`src/rtl/multi_cycle_ctrl_if.sv`:
```
// ---------------------------------------------------------------------------
// multi_cycle_ctrl_if
//   Bundle between the multi-cycle control FSM and the CPU datapath.
//   master : the controller (consumes IR fields / ALU zero / memory ready,
//            drives every datapath enable and select)
//   slave  : the datapath side (mirror image of master)
// Signals
//   opcode, funct  IR[31:26] / IR[5:0]
//   zero           ALU zero flag
//   mem_ready      memory handshake completion
//   pc_we, pc_src, ir_we, mem_rd, mem_wr, iord, reg_we, reg_dst,
//   mem_to_reg, alu_src_a, alu_src_b, alu_op   datapath controls
//   state, illegal, retire                     status / debug
// ---------------------------------------------------------------------------
interface multi_cycle_ctrl_if #(
  parameter int OP_W     = 6,
  parameter int ALU_OP_W = 4
);
  logic [OP_W-1:0]     opcode;
  logic [OP_W-1:0]     funct;
  logic                zero;
  logic                mem_ready;
  logic                pc_we;
  logic [1:0]          pc_src;
  logic                ir_we;
  logic                mem_rd;
  logic                mem_wr;
  logic                iord;
  logic                reg_we;
  logic                reg_dst;
  logic                mem_to_reg;
  logic                alu_src_a;
  logic [1:0]          alu_src_b;
  logic [ALU_OP_W-1:0] alu_op;
  logic [2:0]          state;
  logic                illegal;
  logic                retire;

  modport master (
    input  opcode, funct, zero, mem_ready,
    output pc_we, pc_src, ir_we, mem_rd, mem_wr, iord, reg_we, reg_dst,
           mem_to_reg, alu_src_a, alu_src_b, alu_op, state, illegal, retire
  );

  modport slave (
    output opcode, funct, zero, mem_ready,
    input  pc_we, pc_src, ir_we, mem_rd, mem_wr, iord, reg_we, reg_dst,
           mem_to_reg, alu_src_a, alu_src_b, alu_op, state, illegal, retire
  );
endinterface

```
`src/rtl/multi_cycle_ctrl.sv`:
```
// ---------------------------------------------------------------------------
// multi_cycle_ctrl
//   Control FSM of the multi-period CPU. Walks each instruction through
//   IF/ID/EX/MEM/WB and decodes the datapath enables/selects from the
//   current state plus opcode/funct. IF and MEM stall on mem_ready.
// Ports
//   clk        rising-edge clock
//   rst        asynchronous active-low reset; all outputs read 0 while low
//   bus        multi_cycle_ctrl_if.master (IR fields, zero, mem_ready in;
//              datapath controls, state, illegal, retire out)
//   cyc_cnt    clock cycles with rst high  (CTRL_PERF_CNT_EN only)
//   ret_cnt    retired instructions        (CTRL_PERF_CNT_EN only)
// Build option
//   CTRL_PERF_CNT_EN : adds the two wrapping performance counters.
// ---------------------------------------------------------------------------
module multi_cycle_ctrl #(
  parameter int OP_W     = 6,
  parameter int ALU_OP_W = 4
`ifdef CTRL_PERF_CNT_EN
  ,
  parameter int CNT_W    = 32
`endif
) (
  input  logic               clk,
  input  logic               rst,
  multi_cycle_ctrl_if.master bus
`ifdef CTRL_PERF_CNT_EN
  ,
  output logic [CNT_W-1:0]   cyc_cnt,
  output logic [CNT_W-1:0]   ret_cnt
`endif
);

  typedef enum logic [2:0] {
    S_IF  = 3'd0,
    S_ID  = 3'd1,
    S_EX  = 3'd2,
    S_MEM = 3'd3,
    S_WB  = 3'd4
  } state_e;

  localparam logic [OP_W-1:0] OPC_R    = OP_W'(6'b000000);
  localparam logic [OP_W-1:0] OPC_LW   = OP_W'(6'b100011);
  localparam logic [OP_W-1:0] OPC_SW   = OP_W'(6'b101011);
  localparam logic [OP_W-1:0] OPC_ADDI = OP_W'(6'b001000);
  localparam logic [OP_W-1:0] OPC_BEQ  = OP_W'(6'b000100);
  localparam logic [OP_W-1:0] OPC_J    = OP_W'(6'b000010);

  localparam logic [OP_W-1:0] FN_ADD = OP_W'(6'b100000);
  localparam logic [OP_W-1:0] FN_SUB = OP_W'(6'b100010);
  localparam logic [OP_W-1:0] FN_AND = OP_W'(6'b100100);
  localparam logic [OP_W-1:0] FN_OR  = OP_W'(6'b100101);
  localparam logic [OP_W-1:0] FN_SLT = OP_W'(6'b101010);

  localparam logic [ALU_OP_W-1:0] ALU_ADD = ALU_OP_W'(0);
  localparam logic [ALU_OP_W-1:0] ALU_SUB = ALU_OP_W'(1);
  localparam logic [ALU_OP_W-1:0] ALU_AND = ALU_OP_W'(2);
  localparam logic [ALU_OP_W-1:0] ALU_OR  = ALU_OP_W'(3);
  localparam logic [ALU_OP_W-1:0] ALU_SLT = ALU_OP_W'(4);

  state_e              state_q, state_d;
  logic                illegal_q, illegal_d;

  logic                pc_we, ir_we, mem_rd, mem_wr, iord;
  logic                reg_we, reg_dst, mem_to_reg, alu_src_a, retire;
  logic [1:0]          pc_src, alu_src_b;
  logic [ALU_OP_W-1:0] alu_op;
  logic                is_legal;

  assign is_legal = (bus.opcode == OPC_R)    || (bus.opcode == OPC_LW)  ||
                    (bus.opcode == OPC_SW)   || (bus.opcode == OPC_ADDI) ||
                    (bus.opcode == OPC_BEQ)  || (bus.opcode == OPC_J);

  always_ff @(posedge clk or negedge rst) begin
    if (!rst) begin
      state_q   <= S_IF;
      illegal_q <= 1'b0;
    end else begin
      state_q   <= state_d;
      illegal_q <= illegal_d;
    end
  end

  always_comb begin
    state_d    = S_IF;
    illegal_d  = illegal_q;
    pc_we      = 1'b0;
    pc_src     = 2'd0;
    ir_we      = 1'b0;
    mem_rd     = 1'b0;
    mem_wr     = 1'b0;
    iord       = 1'b0;
    reg_we     = 1'b0;
    reg_dst    = 1'b0;
    mem_to_reg = 1'b0;
    alu_src_a  = 1'b0;
    alu_src_b  = 2'd0;
    alu_op     = ALU_ADD;
    retire     = 1'b0;

    case (state_q)
      S_IF: begin
        // PC+4 computed by the ALU while the fetch is outstanding
        mem_rd    = 1'b1;
        alu_src_b = 2'd1;
        if (bus.mem_ready) begin
          ir_we   = 1'b1;
          pc_we   = 1'b1;
          state_d = S_ID;
        end else begin
          state_d = S_IF;
        end
      end
      S_ID: begin
        // Speculative branch target: PC + (imm << 2)
        alu_src_b = 2'd3;
        if (is_legal) state_d = S_EX;
        else          illegal_d = 1'b1;
      end
      S_EX: begin
        case (bus.opcode)
          OPC_R: begin
            alu_src_a = 1'b1;
            case (bus.funct)
              FN_SUB:  alu_op = ALU_SUB;
              FN_AND:  alu_op = ALU_AND;
              FN_OR:   alu_op = ALU_OR;
              FN_SLT:  alu_op = ALU_SLT;
              FN_ADD:  alu_op = ALU_ADD;
              default: alu_op = ALU_ADD;
            endcase
            state_d = S_WB;
          end
          OPC_LW, OPC_SW: begin
            alu_src_a = 1'b1;
            alu_src_b = 2'd2;
            state_d   = S_MEM;
          end
          OPC_ADDI: begin
            alu_src_a = 1'b1;
            alu_src_b = 2'd2;
            state_d   = S_WB;
          end
          OPC_BEQ: begin
            alu_src_a = 1'b1;
            alu_op    = ALU_SUB;
            pc_src    = 2'd1;
            pc_we     = bus.zero;
            retire    = 1'b1;
          end
          OPC_J: begin
            pc_src = 2'd2;
            pc_we  = 1'b1;
            retire = 1'b1;
          end
          default: ;
        endcase
      end
      S_MEM: begin
        // Request held stable until the ready cycle
        iord   = 1'b1;
        mem_rd = (bus.opcode == OPC_LW);
        mem_wr = (bus.opcode == OPC_SW);
        retire = (bus.opcode == OPC_SW) && bus.mem_ready;
        if (!bus.mem_ready)              state_d = S_MEM;
        else if (bus.opcode == OPC_LW)   state_d = S_WB;
        else                             state_d = S_IF;
      end
      S_WB: begin
        reg_we     = 1'b1;
        retire     = 1'b1;
        reg_dst    = (bus.opcode == OPC_R);
        mem_to_reg = (bus.opcode == OPC_LW);
      end
      default: ;  // unused encodings fall back to IF with idle outputs
    endcase

    // Outputs must be quiet for the whole reset window, not just after an edge
    if (!rst) begin
      pc_we      = 1'b0;
      pc_src     = 2'd0;
      ir_we      = 1'b0;
      mem_rd     = 1'b0;
      mem_wr     = 1'b0;
      iord       = 1'b0;
      reg_we     = 1'b0;
      reg_dst    = 1'b0;
      mem_to_reg = 1'b0;
      alu_src_a  = 1'b0;
      alu_src_b  = 2'd0;
      alu_op     = ALU_ADD;
      retire     = 1'b0;
    end
  end

  assign bus.pc_we      = pc_we;
  assign bus.pc_src     = pc_src;
  assign bus.ir_we      = ir_we;
  assign bus.mem_rd     = mem_rd;
  assign bus.mem_wr     = mem_wr;
  assign bus.iord       = iord;
  assign bus.reg_we     = reg_we;
  assign bus.reg_dst    = reg_dst;
  assign bus.mem_to_reg = mem_to_reg;
  assign bus.alu_src_a  = alu_src_a;
  assign bus.alu_src_b  = alu_src_b;
  assign bus.alu_op     = alu_op;
  assign bus.retire     = retire;
  assign bus.state      = state_q;
  assign bus.illegal    = illegal_q;

`ifdef CTRL_PERF_CNT_EN
  logic [CNT_W-1:0] cyc_cnt_q, cyc_cnt_d;
  logic [CNT_W-1:0] ret_cnt_q, ret_cnt_d;

  always_comb begin
    cyc_cnt_d = cyc_cnt_q + 1'b1;
    ret_cnt_d = ret_cnt_q + {{(CNT_W-1){1'b0}}, retire};
  end

  always_ff @(posedge clk or negedge rst) begin
    if (!rst) begin
      cyc_cnt_q <= '0;
      ret_cnt_q <= '0;
    end else begin
      cyc_cnt_q <= cyc_cnt_d;
      ret_cnt_q <= ret_cnt_d;
    end
  end

  assign cyc_cnt = cyc_cnt_q;
  assign ret_cnt = ret_cnt_q;
`endif

endmodule

```
`src/flat_wrapper.sv`:
```
// flat-port wrapper written by rule: the top's interface ports become plain ports
module multi_cycle_ctrl_flat 
#(
  parameter int OP_W     = 6,
  parameter int ALU_OP_W = 4

)
  (clk, rst, bus_opcode, bus_funct, bus_zero, bus_mem_ready, bus_pc_we, bus_pc_src, bus_ir_we, bus_mem_rd, bus_mem_wr, bus_iord, bus_reg_we, bus_reg_dst, bus_mem_to_reg, bus_alu_src_a, bus_alu_src_b, bus_alu_op, bus_state, bus_illegal, bus_retire);
  multi_cycle_ctrl_if #(.OP_W(OP_W), .ALU_OP_W(ALU_OP_W)) bus_i ();
  input  logic clk;
  input  logic rst;
  input wire logic [$bits(bus_i.opcode)-1:0] bus_opcode;
  input wire logic [$bits(bus_i.funct)-1:0] bus_funct;
  input wire logic [$bits(bus_i.zero)-1:0] bus_zero;
  input wire logic [$bits(bus_i.mem_ready)-1:0] bus_mem_ready;
  output wire logic [$bits(bus_i.pc_we)-1:0] bus_pc_we;
  output wire logic [$bits(bus_i.pc_src)-1:0] bus_pc_src;
  output wire logic [$bits(bus_i.ir_we)-1:0] bus_ir_we;
  output wire logic [$bits(bus_i.mem_rd)-1:0] bus_mem_rd;
  output wire logic [$bits(bus_i.mem_wr)-1:0] bus_mem_wr;
  output wire logic [$bits(bus_i.iord)-1:0] bus_iord;
  output wire logic [$bits(bus_i.reg_we)-1:0] bus_reg_we;
  output wire logic [$bits(bus_i.reg_dst)-1:0] bus_reg_dst;
  output wire logic [$bits(bus_i.mem_to_reg)-1:0] bus_mem_to_reg;
  output wire logic [$bits(bus_i.alu_src_a)-1:0] bus_alu_src_a;
  output wire logic [$bits(bus_i.alu_src_b)-1:0] bus_alu_src_b;
  output wire logic [$bits(bus_i.alu_op)-1:0] bus_alu_op;
  output wire logic [$bits(bus_i.state)-1:0] bus_state;
  output wire logic [$bits(bus_i.illegal)-1:0] bus_illegal;
  output wire logic [$bits(bus_i.retire)-1:0] bus_retire;
  assign bus_i.opcode = bus_opcode;
  assign bus_i.funct = bus_funct;
  assign bus_i.zero = bus_zero;
  assign bus_i.mem_ready = bus_mem_ready;
  assign bus_pc_we = bus_i.pc_we;
  assign bus_pc_src = bus_i.pc_src;
  assign bus_ir_we = bus_i.ir_we;
  assign bus_mem_rd = bus_i.mem_rd;
  assign bus_mem_wr = bus_i.mem_wr;
  assign bus_iord = bus_i.iord;
  assign bus_reg_we = bus_i.reg_we;
  assign bus_reg_dst = bus_i.reg_dst;
  assign bus_mem_to_reg = bus_i.mem_to_reg;
  assign bus_alu_src_a = bus_i.alu_src_a;
  assign bus_alu_src_b = bus_i.alu_src_b;
  assign bus_alu_op = bus_i.alu_op;
  assign bus_state = bus_i.state;
  assign bus_illegal = bus_i.illegal;
  assign bus_retire = bus_i.retire;
  multi_cycle_ctrl #(.OP_W(OP_W), .ALU_OP_W(ALU_OP_W)) u_core (.clk(clk), .rst(rst), .bus(bus_i));
endmodule
```
`config.mk`:
```
export PLATFORM = sky130hd
export DESIGN_NAME = multi_cycle_ctrl_flat
export DESIGN_NICKNAME = d
export VERILOG_FILES = /design/src/rtl/multi_cycle_ctrl_if.sv /design/src/rtl/multi_cycle_ctrl.sv /design/src/flat_wrapper.sv
export SDC_FILE = /design/constraint.sdc
export NUM_CORES = 1
export LEC_CHECK = 0
export ABC_AREA = 1
export BUFFER_PORTS_ARGS = -buffer_cell sky130_fd_sc_hd__buf_2
export CAP_MARGIN = 15
export CORE_ASPECT_RATIO = 0.9
export CORE_MARGIN = 5
export CORE_UTILIZATION = 40
export CTS_CLUSTER_DIAMETER = 100
export DETAILED_ROUTE_END_ITERATION = 8
export GPL_ROUTABILITY_DRIVEN = 0
export PLACE_DENSITY_LB_ADDON = 0.1
export SYNTH_ARGS = -nofsm -noshare
export SYNTH_HDL_FRONTEND = slang
export SYNTH_SLANG_ARGS = --single-unit
```
`constraint.sdc`:
```
create_clock -name clk -period 1.3 [get_ports clk]
set_input_delay 0.065 -clock clk [delete_from_list [all_inputs] [get_ports clk]]
set_output_delay 0.065 -clock clk [all_outputs]
set_load 0.02 [all_outputs]
```
Word-level counts from Yosys, hierarchy flattened
Cells that the tools add are included.
{"block": "word_totals", "register_bits": 4, "in_bits": 16, "output_inout_bits": 22, "word_cells": 70}
{"block": "classes", "n_eq_ne": 13, "n_mux": 40, "bitwise_logic": 1, "reduce_logical": 14}
{"op": "6-bit equality test, second input constant", "n": 6}
{"op": "3-bit case mux with 4 select lines", "n": 2}
{"op": "1-bit 2-to-1 mux", "n": 21}
{"op": "2-bit 2-to-1 mux", "n": 5}
{"op": "4-bit 2-to-1 mux", "n": 2}
{"op": "4-bit case mux with 2 select lines", "n": 1}
{"op": "3-bit by 2-bit equality test with 1-bit output, second input constant", "n": 2}
{"op": "6-bit by 2-bit equality test with 1-bit output, second input constant", "n": 1}
{"op": "6-bit by 3-bit equality test with 1-bit output, second input constant", "n": 1}
{"op": "6-bit by 4-bit equality test with 1-bit output, second input constant", "n": 1}
{"op": "6-bit logical NOT", "n": 1}
{"op": "3-bit 2-to-1 mux", "n": 2}
{"op": "1-bit case mux with 2 select lines", "n": 3}
{"op": "2-bit case mux with 3 select lines", "n": 1}
{"op": "3-bit case mux with 2 select lines", "n": 1}
{"op": "2-bit OR reduction", "n": 3}
{"op": "1-bit logical OR", "n": 5}
{"op": "5-bit OR reduction", "n": 1}
{"op": "2-bit case mux with 2 select lines", "n": 1}
{"op": "3-bit by 1-bit equality test with 1-bit output, second input constant", "n": 1}
{"op": "3-bit equality test, second input constant", "n": 1}
{"op": "3-bit logical NOT", "n": 1}
{"op": "1-bit case mux with 3 select lines", "n": 1}
{"op": "3-bit OR reduction", "n": 1}
{"op": "3 further kinds", "n": 3}

Longest topological paths before layout
Gate-level depths: netlist of the first run.
{"block": "depth", "depth_word": 8, "mapped_depth": 8, "ltp_nobuf": 8}

Worst setup path before layout of the first run
OpenSTA, ideal clock, no wires.
{"block": "synth_path", "path_kind": "reg2out", "start": "reg u_core.state_q[2] (netlist: u_core.bus.state[2])", "end": "out bus_mem_wr", "arrival_time_ns": 1.430, "required_time_ns": 1.235, "setup_slack_ns": -0.195, "path_stages_with_launch": 4, "path_buffers": 0, "path_cell_list": "dfrtp_1 inv_2 nand3_1 nor4_1"}
{"block": "synth_between", "elab_chain_len": 3}
{"element": "start, declared", "line": "multi_cycle_ctrl.sv:61", "rtl": "state_e state_q, state_d;"}
{"element": "start signal, assigned", "line": "multi_cycle_ctrl.sv:79", "rtl": "state_q <= state_d;"}
{"element": "3-bit by 2-bit equality test with 1-bit output", "line": "multi_cycle_ctrl.sv:101", "rtl": "case (state_q)"}
{"element": "1-bit 2-to-1 mux", "line": "multi_cycle_ctrl.sv:101"}
{"element": "1-bit 2-to-1 mux", "line": "multi_cycle_ctrl.sv:179", "rtl": "if (!rst) begin"}
{"element": "end, declared", "line": "flat_wrapper.sv:20", "rtl": "output wire logic [$bits(bus_i.mem_wr)-1:0] bus_mem_wr;"}
Every way passes these cells.

Worst setup path after layout of the first run
{"block": "layout_path", "start": "reg u_core.state_q[0] (netlist: u_core.bus.state[0])", "end": "out bus_alu_op[0]"}
{"block": "layout_between", "elab_chain_len": 3}
{"element": "3-bit by 2-bit equality test with 1-bit output", "line": "multi_cycle_ctrl.sv:101"}
{"element": "4-bit 2-to-1 mux", "line": "multi_cycle_ctrl.sv:101"}
{"element": "4-bit 2-to-1 mux", "line": "multi_cycle_ctrl.sv:179"}
{"element": "end, declared", "line": "flat_wrapper.sv:27", "rtl": "output wire logic [$bits(bus_i.alu_op)-1:0] bus_alu_op;"}
Every way passes these cells.

==> impl_results.md, run 1 <==
* Fmax at roughly 680 MHz
* TNS Setup at -1.64 ns
* Die area at between 2000 and 2500 um2
* Largest net degree at the start of global routing at 10
* Failing checks: setup timing
* RR Endpoint: u_core.bus.state[1]$_DFF_PN0_
* Synth-to-layout area growth at 68.5%
* HP Start: bus_mem_ready
* Vias in the first global route at around 810
* Clock latency on the worst-skew pair at 0.23 ns
* Row count at 13
* Power per Cell Area at about 470 nW/um2
* Clock Root Buffer: clkbuf_4
* Post-route ant nets at 0
* First-pass GRT wire length at about 3400 um
* Flop2flop setup slack at around 0.050 ns
* Crit-path max FO at 5
* DP Cell Count at 160
* Sequential fraction of the synthesis area at 0.159
* Final Skew at 0.00226 ns
* CP top delay family: flip-flops
* Routed WL at 2070 um
* Hold path endpoint: u_core.bus.state[2]$_DFF_PN0_
* Final Cell Area at around 1100 um2
* Post-route insts no fill at 169
* Synthesized area at between 600 and 700 um2
* Area of the core at 1460 um2
* Remaining DRCs at 0
* Starting density of the core at 0.429
* Number of CTS-inserted buffers at 3
* Via Count at between 800 and 900
* RSZ-0062 raised after global routing: true
* Crit path launch: u_core.bus.state[0]$_DFF_PN0_
* Worst IR Drop VDD at around 0.43 mV
* Leakage Power at 0.000583 uW
* Startpoint type of the worst setup path: flop
* Crit path kind: reg -> out
* Crit end category: output pin
* CP required at ~1.2 ns
* Die height at 47.6 um
* Grt total ovfl at 0
* Count of final setup violators at 15
* Launch point of the worst reg-to-reg path: u_core.bus.state[0]$_DFF_PN0_
* Final worst slack at -0.174 ns
* Reg2Reg Depth at 5
* Final hold vios at 0
* Avg Cell Area, Syn at approximately 5.8 um2
* Wire per inst at about 12 um
* Tmin final at approximately 1.5 ns
* Slew Viols, Final at 0
* Post-DP Area at around 860 um2
* Clock buffer depth at 2
* Outcome: finished with violations
* Final worst-path cycle share at 1.13
* CTS H-tree depth at 1
* Mapped Cells at between 100 and 150
* Layout cell share with drive strength beyond 1 at 0.584
* CTS tree: yes
* Vias per cell at about 5.2
* Worst hold path depth at 3
* DR iter-0 viols at 10
* Critical Path AT at ~1.4 ns
* Worst Hold Class: in -> reg
* Hpwl dp at 1550 um
* Crit-path slowest cell: dfrtp_2
* Ports at 38
* Yosys warnings at 0
* CTS clk-pin slew, worst paths at approximately 0.03 ns
* Total track usage at 0.183
* Yosys cell types at 21
* CTS Sinks at 4
* Max-cap violations at 0
* Crit-path cells: inv_2 -> nand3_4 -> nor2_4 -> nand2_4 -> inv_1 -> nand2_1 -> inv_1 -> buf_6
* Layout Nets at 172
* #FFs+latches synth at 4
* Antenna violations before repair at 0
* Die width at 51.8 um
* Buf/Inv on CP at 4
* Syn nets at 124
* Antenna diodes at 0
* Crit path top cell by count: inv_1
* Drt first pass iters at 4
* IO Port Bufs at 36
* CP max stage delay at around 0.44 ns
## cells in the final DEF, fill, tap and decap left out, types with 2 or more instances in the layout
master | Yosys | routed
buf_2 | 0 | 21
buf_4 | 1 | 16
buf_6 | 0 | 6
clkbuf_4 | 0 | 3
dfrtp_2 | 0 | 3
inv_1 | 16 | 13
inv_2 | 5 | 7
nand2_1 | 20 | 15
nand2_2 | 3 | 6
nand2_4 | 0 | 2
nand3_1 | 13 | 11
nand3_2 | 3 | 4
nand4_1 | 2 | 2
nor2_1 | 17 | 15
nor2_2 | 6 | 5
nor2_4 | 4 | 7
nor3_1 | 5 | 2
nor3_2 | 2 | 4
## sequential cells by signal (all words and copies together) (netlist names)
register / count
u_core.bus.state: 3
u_core.bus.illegal: 1
## final cells by class
cell class	instances	area, um2
multi-input combinational	82	529
fill	129	405
timing repair buffer	44	303
sequential	4	104
inverter	21	81.3
clock buffer	3	22.5
tap	15	18.8
## layer usage
| metal | global-route usage | vias up | share of wire |
|---|---|---|---|
| met3 | 0.0374 | 6 | 0.064 |
| met4 | 0.0785 | 0 | 0.029 |
| met1 | 0.200 | 404 | 0.39 |
| li1 | - | 436 | - |
| met2 | 0.353 | 34 | 0.51 |
| met5 | 0 | - | 0 |
## worst max-delay path by stage
stage	end	slack (ns)	cells after the start
6_report	bus_alu_op[0]	-0.17	8
5_1_grt	bus_alu_op[0]	-0.28	8
4_1_cts	bus_reg_dst	-0.16	6
3_5_place_dp	bus_alu_op[2]	0.06	6
3_3_place_gp	bus_mem_to_reg	0.06	6
2_1_floorplan	bus_alu_op[1]	-0.14	5
## worst register-to-register path, stage by stage (launching register included)
cell	delay, ns
dfrtp_2	0.44
buf_4	0.15
nand3_2	0.12
inv_2	0.06
a22oi_1	0.25
nand2_1	0.11
## cell families after synthesis
logic type	after synthesis	synth area share
buffers and inverters	22	0.137
other	1	0.00597
AOI/OAI and AO/OA	5	0.0617
and+or+nand+nor	76	0.635
DFF	4	0.159
## what timing repair did
action	4_1_cts	5_1_grt
hold buffers	1	0
gates resized for setup	28	13
buffers inserted	3	2
pin swaps	5	3
setup endpoints to repair	15	17
hold endpoints to repair	4	0
## cell usage after synthesis
cell	instances	share of area
a21oi_1	1	0.0080
a21oi_2	1	0.014
a22oi_1	1	0.012
buf_4	1	0.012
conb_1	1	0.0060
dfrtp_1	4	0.16
inv_1	16	0.096
inv_2	5	0.030
nand2_1	20	0.12
nand2_2	3	0.030
nand3_1	13	0.10
nand3_2	3	0.048
nand4_1	2	0.020
nor2_1	17	0.10
nor2_2	6	0.060
nor2_4	4	0.072
nor3_1	5	0.040
nor3_2	2	0.032
nor4_1	1	0.010
o21ai_1	1	0.0080
o22ai_2	1	0.020
## power by group
group | switching, uW | total (uW) | leakage, uW | internal, uW
combinational | 127 | 207 | 0.000525 | 80.6
clock | 46.7 | 150 | 0.0000138 | 103
sequential | 10.1 | 140 | 0.0000445 | 130
total | 183 | 497 | 0.000583 | 314
## per-stage QoR
step	utilization	hold slack, ns	power [uW]	setup WS (ns)
after detailed placement	0.591	-0.102	309	0.0578
after CTS	0.685	0.159	488	-0.156
after global placement	0.591	-0.104	308	0.0576
after global routing	0.723	0.205	539	-0.281
final	0.723	0.187	497	-0.174
after floorplan	-	-0.231	241	-0.141
(Power assumes the default switching activity.)
==> run 2, diff against run 1 <==
CORE_ASPECT_RATIO = unset   (was 0.9)
CTS_CLUSTER_DIAMETER = 60   (was 100)
==> run 2 against run 1 <==
Effect of this change:
- the run still ends with setup timing left
- sequential cell count is the same
- sequential share of layout area shrank 0.34 points
- core utilization shrank 0.38 points
- count of clock-buffer cells in the layout is the same
- first-iteration DRC count grew 100%
- global-route usage shrank 1.8 points
- via count shrank 3.4%
- highest routed layer is now met3
==> impl_results.md, run 2 (same netlist as run 1, synthesis figures left out) <==
* Outcome: finished with violations
* Failing checks: setup timing
* Row count at 14
* Layout Nets at approximately 180
* Vias in the first global route at 785
* Critical Path AT at about 1.4 ns
* Crit-path max FO at 4
* Final worst slack at -0.206 ns
* Drt first pass iters at 4
* Max-cap violations at 0
* Antenna diodes at 0
* CTS H-tree depth at 1
* DP Cell Count at 161
* Fmax at 664 MHz
* Remaining DRCs at 0
* Final Skew at about 0.0039 ns
* Crit path kind: reg -> out
* Routed WL at slightly above 2000 um
* Post-DP Area at approximately 870 um2
* Flop2flop setup slack at around 0.10 ns
* Synth-to-layout area growth at 72.5%
* HP Start: bus_mem_ready
* Power per Cell Area at between 400 and 500 nW/um2
* Total track usage at 0.166
* Wire per inst at approximately 12 um
* Via Count at 850
* Clock latency on the worst-skew pair at 0.23 ns
* Leakage Power at roughly 0.00060 uW
* Number of CTS-inserted buffers at 3
* Slew Viols, Final at 0
* Area of the core at between 1500 and 2000 um2
* Clock buffer depth at 2
* Tmin final at roughly 1.5 ns
* Buf/Inv on CP at 3
* CP max stage delay at around 0.42 ns
* Antenna violations before repair at 0
* Vias per cell at between 4 and 5
* Crit end category: output pin
* Startpoint type of the worst setup path: flop
* Most frequent cells in the layout: buf_2 (23), buf_4 (17), nand2_1 (16), nor2_1 (16), inv_1 (13)
* Post-route insts no fill at ~170
* Post-route ant nets at 0
* CTS Sinks at 4
* CTS clk-pin slew, worst paths at 0.04 ns
* Starting density of the core at 0.417
* Final Cell Area at 1080 um2
* Die width at between 40 and 50 um
* Die area at around 2500 um2
* DR iter-0 viols at 20
* Crit path launch: u_core.bus.state[0]$_DFF_PN0_
* Hpwl dp at 1520 um
* Most common cell after layout, fill and taps aside: buf_2
* CP required at about 1.2 ns
* IO Port Bufs at 36
* Clock Root Buffer: clkbuf_4
* Launch point of the worst reg-to-reg path: u_core.bus.state[1]$_DFF_PN0_
* Layout cell share with drive strength beyond 1 at 0.592
* Largest net degree at the start of global routing at 10
* Ports at 38
* Final worst-path cycle share at 1.16
* Die height at 49.6 um
* RSZ-0062 raised after global routing: true
* CTS tree: yes
* # fillers at ~130
* Grt total ovfl at 0
* Worst IR Drop VDD at 0.609 mV
* Final hold vios at 0
* Crit-path slowest cell: dfrtp_2
* Crit-path cells: inv_2 -> buf_4 -> nor3_2 -> a21oi_1 -> nor2_1 -> buf_2
* Max reg flops at 3
* First-pass GRT wire length at around 3400 um
* CP top delay family: flip-flops
* Count of final setup violators at 16
* Worst Hold Class: in -> reg
-- run 2: cell count changes in the layout (fill, tap and decap cells not counted), sizes merged --
cell / change
buf: +3
-- run 2: report_power, final --
| part | internal [uW] | switching, uW | total [uW] |
|---|---|---|---|
| registers | 130 | 9.87 | 140 |
| logic | 84.4 | 131 | 216 |
| clock network | 103 | 50.5 | 154 |
-- run 2: metal layers --
metal | routed length (um) | GRT usage | part of all wire
met5 | 0 | 0 | 0
met4 | 0 | 0.0262 | 0
met3 | 163 | 0.0392 | 0.078
met2 | 990 | 0.280 | 0.48
met1 | 924 | 0.215 | 0.44
-- run 2: final timing paths --
kind                                                  end  cells past startpoint
max                                      bus_alu_src_b[1]                      6
min                         u_core.bus.state[0]$_DFF_PN0_                      3
max reg2reg                 u_core.bus.state[0]$_DFF_PN0_                      5
min reg2reg                u_core.bus.illegal$_DFFE_PN0P_                      2
max in group asynchronous   u_core.bus.state[1]$_DFF_PN0_                      2
min in group asynchronous  u_core.bus.illegal$_DFFE_PN0P_                      2
-- run 2: layout make-up --
cell class | instances | area, um2 | area share
clock buffers | 3 | 22.5 | 0.0208
inverters | 21 | 78.8 | 0.0727
multi-input cells | 82 | 539 | 0.498
flip-flops and latches | 4 | 103 | 0.0947
well taps | 16 | 20.0 | 0.0185
repair buffers | 47 | 320 | 0.296
-- run 2: timing repair --
action / 4_1_cts / 5_1_grt
gates resized for setup: 32 / 6
pin swaps: 8 / 8
endpoints found under the hold margin: 4 / 0
setup buffers: 4 / 4
hold buffers: 1 / 0
setup endpoints to repair: 15 / 17
-- run 2: tightest hold or removal path: stages --
cell     delay, ns
buf_2         0.12
nand3_2       0.10
nand2_1       0.07
-- run 2: per-stage QoR --
stage | setup TNS, ns | hold WS (ns) | total power [uW] | worst slack, ns | util
detailed placement | 0 | -0.101 | 315 | 0.0168 | 0.575
floorplan | -0.337 | -0.231 | 241 | -0.141 | -
global route | -3.05 | 0.187 | 547 | -0.257 | 0.719
CTS | -1.67 | 0.139 | 504 | -0.164 | 0.689
global placement | 0 | -0.100 | 312 | 0.0190 | 0.575
finish | -1.82 | 0.172 | 509 | -0.206 | 0.719
==> run 3, diff against run 2 <==
CELL_PAD_IN_SITES_DETAIL_PLACEMENT = 1   (was unset)
CELL_PAD_IN_SITES_GLOBAL_PLACEMENT = 1   (was unset)
CORE_UTILIZATION = 26   (was 40)
==> run 3 against run 2 <==
Effect of this change:
- the flow still finishes with violations (setup timing)
- final cell count is 8.1% higher
- highest routed layer is now met4
- setup slack better by 0.021 ns
- fmax rose by 1.4%
- first-iteration DRC count down 15%
- die area grew 42%
- via count up 3.9%
- non-clock buffer count up 2
- count of clock-buffer cells in the layout is the same
==> impl_results.md, run 3 (same netlist as run 1, synthesis figures left out) <==
* DR iter-0 viols at 17
* Clock latency on the worst-skew pair at ~0.24 ns
* Worst Hold Class: in -> reg
* HP Start: bus_mem_ready
* Leakage Power at approximately 0.00061 uW
* Crit path kind: reg -> out
* Critical Path AT at about 1.4 ns
* Via Count at slightly below 900
* Failing checks: setup timing
* Fmax at a little under 700 MHz
* CTS tree: yes
* Row count at 17
* Outcome: finished with violations
* Power per Cell Area at between 400 and 500 nW/um2
* Crit path top cell by count: nor2_4
* Startpoint type of the worst setup path: flop
* CTS H-tree depth at 1
* Max-cap violations at 0
* Hpwl dp at 1870 um
* Crit-path cells: nand2_4 -> nor2_4 -> nand2_2 -> nor2_4 -> nor2_2 -> nand3_2 -> buf_6
* Largest net degree at the start of global routing at 10
* Area of the core at roughly 2300 um2
* Count of final setup violators at 18
* Antenna violations before repair at 0
* Tmin final at ~1.5 ns
* Vias in the first global route at about 870
* CP required at about 1.2 ns
* Die width at roughly 59 um
* CP max stage delay at around 0.50 ns
* First-pass GRT wire length at between 3000 and 4000 um
* Grt total ovfl at 0
* Vias per cell at 4.72
* Most frequent cells in the layout: buf_4 (21), buf_2 (20), nor2_1 (15), nand2_1 (14), inv_1 (11)
* Routed WL at between 2000 and 3000 um
* Final hold vios at 0
* Final worst slack at -0.185 ns
* Final worst-path cycle share at 1.14
* Wire per inst at approximately 14 um
* Remaining DRCs at 0
* Number of CTS-inserted buffers at 3
* Crit end category: output pin
* IO Port Bufs at 36
* Launch point of the worst reg-to-reg path: u_core.bus.state[0]$_DFF_PN0_
* Layout Nets at about 180
* Starting density of the core at 0.279
* Clock buffer depth at 2
* Final core utilization at 0.508
* Final Skew at around 0.0065 ns
* Die height at 59.2 um
* Drt first pass iters at 4
* TNS Setup at -1.80 ns
* Die area at roughly 3500 um2
* Worst IR Drop VDD at 0.435 mV
* Total track usage at 0.145
* Crit-path max FO at 6
* Post-DP Area at 881 um2
* DP Cell Count at roughly 170
* Layout cell share with drive strength beyond 1 at 0.623
* CTS Sinks at 4
* Post-route insts no fill at 187
* Final Cell Area at ~1100 um2
* Antenna diodes at 0
* Synth-to-layout area growth at 82.5%
* Clock Root Buffer: clkbuf_4
* Crit-path slowest cell: dfrtp_2
* RSZ-0062 raised after global routing: true
* Slew Viols, Final at 0
* Max reg flops at 3
* Crit path launch: u_core.bus.state[1]$_DFF_PN0_
* CTS clk-pin slew, worst paths at 0.04 ns
* Post-route ant nets at 0
* Ports at 38
* Most common cell after layout, fill and taps aside: buf_4
[run 3: cell count changes in the layout (fill, tap and decap cells not counted), moves of 2 or more]
cell | previous run | this run
nand2_2 | 5 | 7
nand2_1 | 16 | 14
buf_4 | 17 | 21
inv_1 | 13 | 11
buf_2 | 23 | 20
[run 3: routing by layer]
metal | GRT usage | up-vias | wire length [um] | share of wire
met2 | 0.240 | 26 | 1350 | 0.53
met4 | 0.0906 | 0 | 40 | 0.016
met5 | 0 | - | 0 | 0
met3 | 0.0196 | 4 | 142 | 0.056
li1 | - | 442 | - | -
met1 | 0.176 | 411 | 1020 | 0.40
[run 3: final cells by class]
cell class                 count  area [um2]
sequential                     4         103
multi-input combinational     82         558
tap                           28        35.0
clock buffer                   3        22.5
fill                         309        1110
inverter                      21        81.3
timing repair buffer          49         347
[run 3: worst paths after layout]
path                                                  end  slack (ns)  cells past startpoint
max                                            bus_retire       -0.19                      7
min                         u_core.bus.state[0]$_DFF_PN0_        0.16                      3
max reg2reg                 u_core.bus.state[1]$_DFF_PN0_       -0.04                      6
min reg2reg                u_core.bus.illegal$_DFFE_PN0P_        0.47                      2
max in group asynchronous   u_core.bus.state[1]$_DFF_PN0_        0.76                      3
min in group asynchronous  u_core.bus.illegal$_DFFE_PN0P_        0.34                      3
[run 3: worst max-delay path: cells and delay by family (launching register included)]
family                 cells  cell delay [ns]
buffers and inverters      1             0.11
flip-flops                 1             0.50
AND/OR/NAND/NOR            6             0.58
[run 3: stage by stage]
| stage | setup WS (ns) | hold slack [ns] | power (uW) |
|---|---|---|---|
| finish | -0.185 | 0.156 | 523 |
| global route | -0.272 | 0.179 | 558 |
| CTS | -0.152 | 0.154 | 513 |
| detailed placement | -0.00854 | -0.0162 | 316 |
| global placement | 0.0609 | -0.0172 | 315 |
| floorplan | -0.141 | -0.231 | 241 |
[run 3: report_power, final]
group	leakage, uW	internal, uW	switching, uW
clock	0.0000138	103	51.0
sequential	0.0000462	130	10.6
combinational	0.000553	90.2	137
[run 3: timing repair]
item / CTS / global route
hold buffers: 1 / 0
buffers inserted: 5 / 5
endpoints found under the setup margin: 15 / 17
hold endpoints to repair: 4 / 0
pin swaps: 7 / 8
resized for setup: 34 / 15
